==> src/rtl/prbs16_check.sv <==
// PRBS16 receive checker: self-synchronises a local b15^b12^b11^b10 LFSR to the
// incoming serial stream, confirms lock, then counts bit errors and error density.
module prbs16_check #(
    parameter int unsigned LOCK_CNT    = 32,
    parameter int unsigned WIN_LEN     = 128,
    parameter int unsigned LOSS_THRESH = 8,
    parameter int unsigned CNT_W       = 16
) (
    input  logic             clk,
    input  logic             rst,
    input  logic             bitEn,
    input  logic             inBit,
    input  logic             clrCnt,
    output logic             locked,
    output logic             errFlag,
    output logic [CNT_W-1:0] errCnt,
    output logic [CNT_W-1:0] bitCnt
);

    localparam int MATCH_W = $clog2(LOCK_CNT + 1);
    localparam int WIN_W   = $clog2(WIN_LEN + 1);
    localparam int WERR_W  = $clog2(LOSS_THRESH + 1);

    typedef enum logic [1:0] {
        SEED,
        VERIFY,
        LOCKED
    } state_t;

    state_t             state;
    logic [15:0]        chk_reg;
    logic [3:0]         seed_cnt;
    logic [MATCH_W-1:0] match_cnt;
    logic [WIN_W-1:0]   win_cnt;
    logic [WERR_W-1:0]  win_err;

    logic               pred;
    logic               mismatch;
    logic [15:0]        seed_shift;
    logic [15:0]        pred_shift;
    logic [MATCH_W-1:0] match_nxt;
    logic               lock_done;
    logic [WIN_W-1:0]   win_nxt;
    logic               win_wrap;
    logic [WERR_W-1:0]  win_err_nxt;
    logic               loss;
    logic               bit_evt;
    logic               err_evt;

    assign pred       = chk_reg[15] ^ chk_reg[12] ^ chk_reg[11] ^ chk_reg[10];
    assign mismatch   = inBit ^ pred;
    assign seed_shift = {chk_reg[14:0], inBit};
    assign pred_shift = {chk_reg[14:0], pred};

    assign match_nxt  = match_cnt + MATCH_W'(1);
    assign lock_done  = (match_nxt == MATCH_W'(LOCK_CNT));

    // An error on the wrapping bit is the first error of the new window.
    assign win_nxt     = win_cnt + WIN_W'(1);
    assign win_wrap    = (win_nxt == WIN_W'(WIN_LEN));
    assign win_err_nxt = (win_wrap ? '0 : win_err) + WERR_W'(mismatch);
    assign loss        = (win_err_nxt == WERR_W'(LOSS_THRESH));

    assign bit_evt = bitEn && (state == LOCKED);
    assign err_evt = bit_evt && mismatch;

    // Clear first, then count, then saturate at all-ones.
    function automatic logic [CNT_W-1:0] cnt_next(input logic [CNT_W-1:0] cur,
                                                   input logic             clr,
                                                   input logic             evt);
        logic [CNT_W-1:0] base;
        base = clr ? '0 : cur;
        if (evt && (base != '1))
            return base + CNT_W'(1);
        return base;
    endfunction

    // NOTE: non-blocking assignments so every register samples pre-edge values.
    always_ff @(posedge clk or negedge rst) begin
        if (!rst) begin
            state     <= SEED;
            chk_reg   <= '0;
            seed_cnt  <= '0;
            match_cnt <= '0;
            win_cnt   <= '0;
            win_err   <= '0;
            locked    <= 1'b0;
            errFlag   <= 1'b0;
        end else begin
            errFlag <= 1'b0;
            if (bitEn) begin
                case (state)
                    SEED: begin
                        chk_reg <= seed_shift;
                        if (seed_cnt == 4'd15) begin
                            seed_cnt <= '0;
                            if (seed_shift != 16'h0000)
                                state <= VERIFY;
                        end else begin
                            seed_cnt <= seed_cnt + 4'd1;
                        end
                    end
                    VERIFY: begin
                        chk_reg <= seed_shift;
                        if (mismatch) begin
                            state     <= SEED;
                            seed_cnt  <= 4'd1;
                            match_cnt <= '0;
                        end else if (lock_done) begin
                            state     <= LOCKED;
                            locked    <= 1'b1;
                            match_cnt <= '0;
                            win_cnt   <= '0;
                            win_err   <= '0;
                        end else begin
                            match_cnt <= match_nxt;
                        end
                    end
                    LOCKED: begin
                        // Feed back the prediction so a line error cannot poison later bits.
                        chk_reg <= pred_shift;
                        errFlag <= mismatch;
                        if (loss) begin
                            state     <= SEED;
                            locked    <= 1'b0;
                            seed_cnt  <= '0;
                            match_cnt <= '0;
                            win_cnt   <= '0;
                            win_err   <= '0;
                        end else begin
                            win_cnt <= win_wrap ? '0 : win_nxt;
                            win_err <= win_err_nxt;
                        end
                    end
                    default: state <= SEED;
                endcase
            end
        end
    end

    always_ff @(posedge clk or negedge rst) begin
        if (!rst) begin
            errCnt <= '0;
            bitCnt <= '0;
        end else begin
            errCnt <= cnt_next(errCnt, clrCnt, err_evt);
            bitCnt <= cnt_next(bitCnt, clrCnt, bit_evt);
        end
    end

endmodule

==> config.mk <==
export PLATFORM = sky130hd
export DESIGN_NAME = prbs16_check
export DESIGN_NICKNAME = d
export VERILOG_FILES = /design/src/rtl/prbs16_check.sv
export SDC_FILE = /design/constraint.sdc
export NUM_CORES = 1
export LEC_CHECK = 0
export CAP_MARGIN = 15
export CORE_UTILIZATION = 24
export CTS_CLUSTER_SIZE = 14
export DETAILED_ROUTE_END_ITERATION = 8
export HOLD_SLACK_MARGIN = 0.06
export PLACE_DENSITY_LB_ADDON = 0.2
export SYNTH_ARGS = -nofsm -noshare
export SYNTH_HDL_FRONTEND = slang
export SYNTH_SLANG_ARGS = --single-unit
==> constraint.sdc <==
create_clock -name clk -period 7.2 [get_ports clk]
set_input_delay 1.08 -clock clk [delete_from_list [all_inputs] [get_ports clk]]
set_output_delay 1.08 -clock clk [all_outputs]
set_load 0.01 [all_outputs]
==> qor.yml, run 1 <==
clock_tree:
  cts_tree: "yes"
  postCtsSetupBuffers: 0
  clk_latency_ps: 340
  root_buffer: "clkbuf_16"
  cts_buffer_depth: 2
  numClockSinks: 74
  clkTransAtPathRegs_ps: 60
  cts_buffers: 9
  h-tree-depth: 3
  cts_resized: 0
  ctsHoldBuffers: 0
global_route:
  grt_pass1_wl_mm: 15.0
  grt_use_total: 0.115
  grt_pass1_vias: 2980
  gr-total-overflow: 0
  grt_max_degree: 75
  grt_antenna_before_repair: 0
timing:
  relSlewSlack: 0.324
  hold_viol_final: 0
  fin_skew_ps: 6.17
  final.setup.tns_ps: 0
  worst_pin_slew_ps: 1010
  drv_slew: 0
  period_share: 0.600
  setup_violations: 0
  rsz0062_at_grt: "false"
  finalCriticalPeriod_ps: 4320
  fmax_mhz: 231
  fin_ws_ps: 2880
synthesis:
  synth.net_count: 398
  synth-simple-area-share: 0.201
  mappedNetlistArea_sq_um: 3960
  ys_ff_latch: 74
  ys_seq_area_frac: 0.467
  postSynthCellCount: 382
  synth_top_area_frac: 0.467
  yosysTopAreaCell: "dfrtp_1"
  syn_avg_cell_area_sq_um: 10.4
  synth_edf_count: 0
  muxShareOfSynthArea: 0.0648
  ys_types: 58
  synth-compound-area-share: 0.125
  synth-warning-count: 0
  synthAdderAreaFrac: 0.0347
  synth_xor_area_frac: 0.0786
  synth_top_family_by_area: "simple AND/OR/NAND/NOR gates"
  synth_flop_cell: "dfrtp_1"
  ys_top_cells_by_area: "dfrtp_1 47%, mux2_2 6.0%, xnor2_1 3.5%, ha_1 3.5%, nor2_1 3.4%"
  async_reset_ff_frac: 1.00
detailed_routing:
  route.detailed.drc: 0
  vias: 2982
  routedWlPerCell_um: 13.7
  ant_nets: 0
  drtIter0Drc: 101
  drt-vias-per-instance: 4.62
  dr.pass1.iters: 4
  routed_wl_mm: 8.88
layout:
  final_common_cell: "dfrtp_1"
  drive_gt1_frac: 0.109
  fin_cells: 646
  fin_nets: 442
  diodes: 0
  final_cell_mix: "74 x dfrtp_1, 37 x clkdlybuf4s50_1, 36 x nor2_1"
  syn_to_final_growth_pct: 21.6
floorplanning:
  die-area_sq_um: 17000
  row_count: 46
  boundaryPins: 39
  core_area_sq_um: 16000
  start_util: 0.248
  die_y_um: 130
  fp.dieW_um: 130
place:
  place_congestion: 0.765
  hpwlAfterDp_mm: 6.03
  pre_cts_ws_ps: 2520
  io_buffers: 38
  dp.cells: 631
min_path:
  hp-class: "reg -> reg"
setup_path:
  path_buf_inv: 2
  cpLargestDelayFamily: "compound AO/OA/AOI/OAI gates"
  cp_slowest_cell: "o41ai_2"
  crit_arrival_ps: 4550
  start_kind: "primary input"
  worst_ep_required_time_ps: 7430
  crit_top_cell: "ha_1"
  cp_slowest_stage_delay_ps: 750
  path_class: "in -> reg"
  cp_max_fo: 8
  crit_chain: "clkdlybuf4s50_1 -> xnor3_2 -> inv_1 -> ha_1 -> ha_1 -> o41ai_2 -> o21ai_1 -> or3_4 -> mux2_2"
  cp-end-kind: "flop"
power:
  p_leak_nw: 2.02
  peakVddDrop_uv: 108
  powerDensity_nw_per_um2: 266
flow_run:
  drv_cap: 0
run_status:
  status: "completed"
==> through the flow <==
step	area [sq um]	hold WS, ps	utilization	total power, W
after floorplan	3960	461	-	0.000797
after global placement	4560	481	0.285	0.000884
after detailed placement	4560	483	0.285	0.000893
after CTS	4820	501	0.301	0.00130
after global routing	4820	541	0.301	0.00137
final	4820	500	0.301	0.00128
==> layout make-up <==
class                      instances  area [sq um]
inverter                          13          48.8
tap                              216           270
timing repair buffer              40           393
multi-input combinational        288          2000
fill                            1675         11200
clock inverter                     3          17.5
clock buffer                      12           236
sequential                        74          1850
==> layer usage <==
layer / vias to the layer above / track usage / wire, um
met2: 52 / 0.173 / 3820
li1: 1478 / - / -
met1: 1440 / 0.151 / 4450
met4: 0 / 0.0690 / 225
met3: 12 / 0.0285 / 386
met5: - / 0 / 0
==> Yosys cell counts (8+ instances only) <==
library cell	n
nand2_1	30
inv_1	13
mux2_2	21
nor2b_1	12
nor3_1	8
xor2_1	15
o21ai_0	14
ha_1	11
a22o_1	8
dfrtp_1	74
a21oi_1	14
nor2_1	36
nand3_1	17
nand4_1	10
xnor2_1	16
==> cells by family (layout without fill, tap and decap cells) <==
| family | Yosys count | in the layout |
|---|---|---|
| AOI/OAI and AO/OA | 68 | 68 |
| xor gates and xnor gates | 33 | 33 |
| adders and majority gates | 11 | 11 |
| buffers and inverters | 20 | 68 |
| DFF | 74 | 74 |
| muxes | 23 | 23 |
| and+or+nand+nor | 153 | 153 |
==> worst paths after layout <==
kind	from	to	slack, ps	depth (start not counted)
setup / recovery	inBit	seed_cnt[1]	2880	9
hold / removal	win_err[0]	win_err[0]	500	1
setup reg to reg	win_cnt[0]	seed_cnt[1]	3210	11
hold reg to reg	win_err[0]	win_err[0]	500	1
max in group asynchronous	rst	chk_reg[10]	5690	1
min in group asynchronous	rst	win_cnt[7]	890	1
==> power breakdown <==
| part | leakage [nW] | switching (W) | internal (W) |
|---|---|---|---|
| combinational | 0.925 | 0.000187 | 0.000158 |
| clock | 0.122 | 0.000170 | 0.000230 |
| sequential | 0.977 | 0.0000594 | 0.000477 |
No activity file was read; power rests on OpenSTA's default activity.
==> run 2, diff against run 1 <==
==> constraint.sdc (replaced) <==
create_clock -name clk -period 4.4 [get_ports clk]
set_input_delay 0.66 -clock clk [delete_from_list [all_inputs] [get_ports clk]]
set_output_delay 0.66 -clock clk [all_outputs]
set_load 0.01 [all_outputs]
==> run 2 against run 1 <==
Largest power group unchanged. Total power rose by 67%. Design area rose by 1.3%. Register-to-register slack got worse by 2500 ps.
==> qor.yml, run 2 (synthesis gave the netlist of run 1 again) <==
run_status:
  status: "completed"  # unchanged
timing:
  finalCriticalPeriod_ps: 3690
  period_share: 0.838
  worst_pin_slew_ps: 995  # was 1010 ps
  fmax_mhz: 271
  hold_viol_final: 0  # unchanged
  rsz0062_at_grt: "false"  # unchanged
  drv_slew: 0  # unchanged
  fin_skew_ps: 5.94  # was 6.17 ps
  relSlewSlack: 0.337  # was 0.324
  final.setup.tns_ps: 0  # unchanged
  setup_violations: 0  # unchanged
clock_tree:
  numClockSinks: 74  # unchanged
  clkTransAtPathRegs_ps: 60  # about the same
  ctsHoldBuffers: 0  # unchanged
  postCtsSetupBuffers: 0  # unchanged
  clk_latency_ps: 340  # about the same
  root_buffer: "clkbuf_16"  # unchanged
  cts_buffer_depth: 2  # unchanged
  cts_buffers: 9  # unchanged
  cts_tree: "yes"  # unchanged
  cts_resized: 0  # unchanged
  h-tree-depth: 3  # unchanged
detailed_routing:
  drt-vias-per-instance: 4.65  # was 4.62
  routedWlPerCell_um: 14.0  # was 13.7 um
  ant_nets: 0  # unchanged
  drtIter0Drc: 153  # was 101
  routed_wl_mm: 9.08  # was 8.88 mm
  dr.pass1.iters: 4  # unchanged
  vias: 3028  # was 2,982
  route.detailed.drc: 0  # unchanged
setup_path:
  cp_max_fo: 7  # was 8
  path_class: "reg -> reg"  # was in -> reg
  cp-end-kind: "flop"  # unchanged
  start_kind: "flop"  # was primary input
  crit_arrival_ps: 3920  # was 4550 ps
  worst_ep_required_time_ps: 4630  # was 7430 ps
global_route:
  grt_pass1_vias: 3056  # was 2,980
  grt_max_degree: 75  # unchanged
  gr-total-overflow: 0  # unchanged
  grt_use_total: 0.117  # was 0.115
  grt_antenna_before_repair: 0  # unchanged
  grt_pass1_wl_mm: 15.2  # was 15.0 mm
flow_run:
  drv_cap: 0  # unchanged
layout:
  utilization: 0.305  # was 0.301
  final_cell_mix: "74 x dfrtp_1, 37 x clkdlybuf4s50_1, 36 x nor2_1"  # unchanged
  drive_gt1_frac: 0.124  # was 0.109
  final_common_cell: "dfrtp_1"  # unchanged
  final_cell_area_sq_um: 4880  # was 4820 sq um
  diodes: 0  # unchanged
  syn_to_final_growth_pct: 23.2  # was 21.6%
  fin_nets: 446  # was 442
floorplanning:
  core_area_sq_um: 16000  # unchanged
  start_util: 0.248  # unchanged
  die_y_um: 130  # unchanged
  row_count: 46  # unchanged
  boundaryPins: 39  # unchanged
  fp.dieW_um: 130  # unchanged
  die-area_sq_um: 17000  # unchanged
place:
  place_congestion: 0.751  # was 0.765
  hpwlAfterDp_mm: 6.09  # was 6.03 mm
  placed_area_sq_um: 4610  # was 4560 sq um
  io_buffers: 38  # unchanged
power:
  powerDensity_nw_per_um2: 437  # was 266 nW/um^2
  p_leak_nw: 2.06  # was 2.02 nW
  peakVddDrop_uv: 155  # was 108 uV
min_path:
  hp-class: "in -> async"  # was reg -> reg
## run 2: cell types whose count changed in the layout (fill, tap and decap cells not counted), sizes merged
cell | previous run | this run
clkinvlp | 1 | 2
clkinv | 2 | 3
buf | 3 | 7
clkbuf | 12 | 11
## run 2: layout make-up
type                            instances  area [sq um]
Clock buffer                           11           243
Clock inverter                          5          30.0
Multi-Input combinational cell        288          2000
Sequential cell                        74          1850
Inverter                               13          48.8
Fill cell                            1683         11100
Tap cell                              216           270
Timing Repair Buffer                   44           435
## run 2: power by group
group,switching (W),leakage (nW),internal (W),total [W]
logic,0.000306,0.949,0.000262,0.000567
clock network,0.000296,0.131,0.000394,0.000690
registers,0.0000960,0.977,0.000780,0.000876
## run 2: metrics by stage
step                total power, W  setup WS [ps]  hold WS (ps)  instances
floorplan                  0.00130           1110           364        382
global placement           0.00145            587           485        635
detailed placement         0.00146            510           484        635
CTS                        0.00217            743           502        651
global route               0.00227            437           541        651
finish                     0.00213            711           463        651
## run 2: layer usage
metal  GRT usage  part of all wire
met1       0.154              0.49
met2       0.174              0.44
met5           0                 0
met3      0.0411             0.055
met4      0.0534             0.017
## run 2: final timing paths
path	start	endpoint	slack [ps]	depth (start not counted)
worst max-delay path	win_cnt[0]	win_cnt[2]	710	14
worst min-delay path	rst	match_cnt[4]	460	1
worst max register to register	win_cnt[0]	win_cnt[2]	710	14
worst min register to register	win_err[0]	win_err[0]	510	1
max in group asynchronous	rst	bitCnt[13]	3270	1
min in group clk	win_err[0]	win_err[0]	510	1
## run 2: critical path: stages (launching register included)
cell	delay (ps)
dfrtp_1	450
ha_1	310
nand4b_1	130
nor2_1	60
a21oi_1	480
and2_1	210
ha_1	190
ha_1	270
nor4_1	270
a21oi_1	120
o41ai_2	70
buf_4	210
a21boi_0	340
nor2_1	180
a31o_2	280
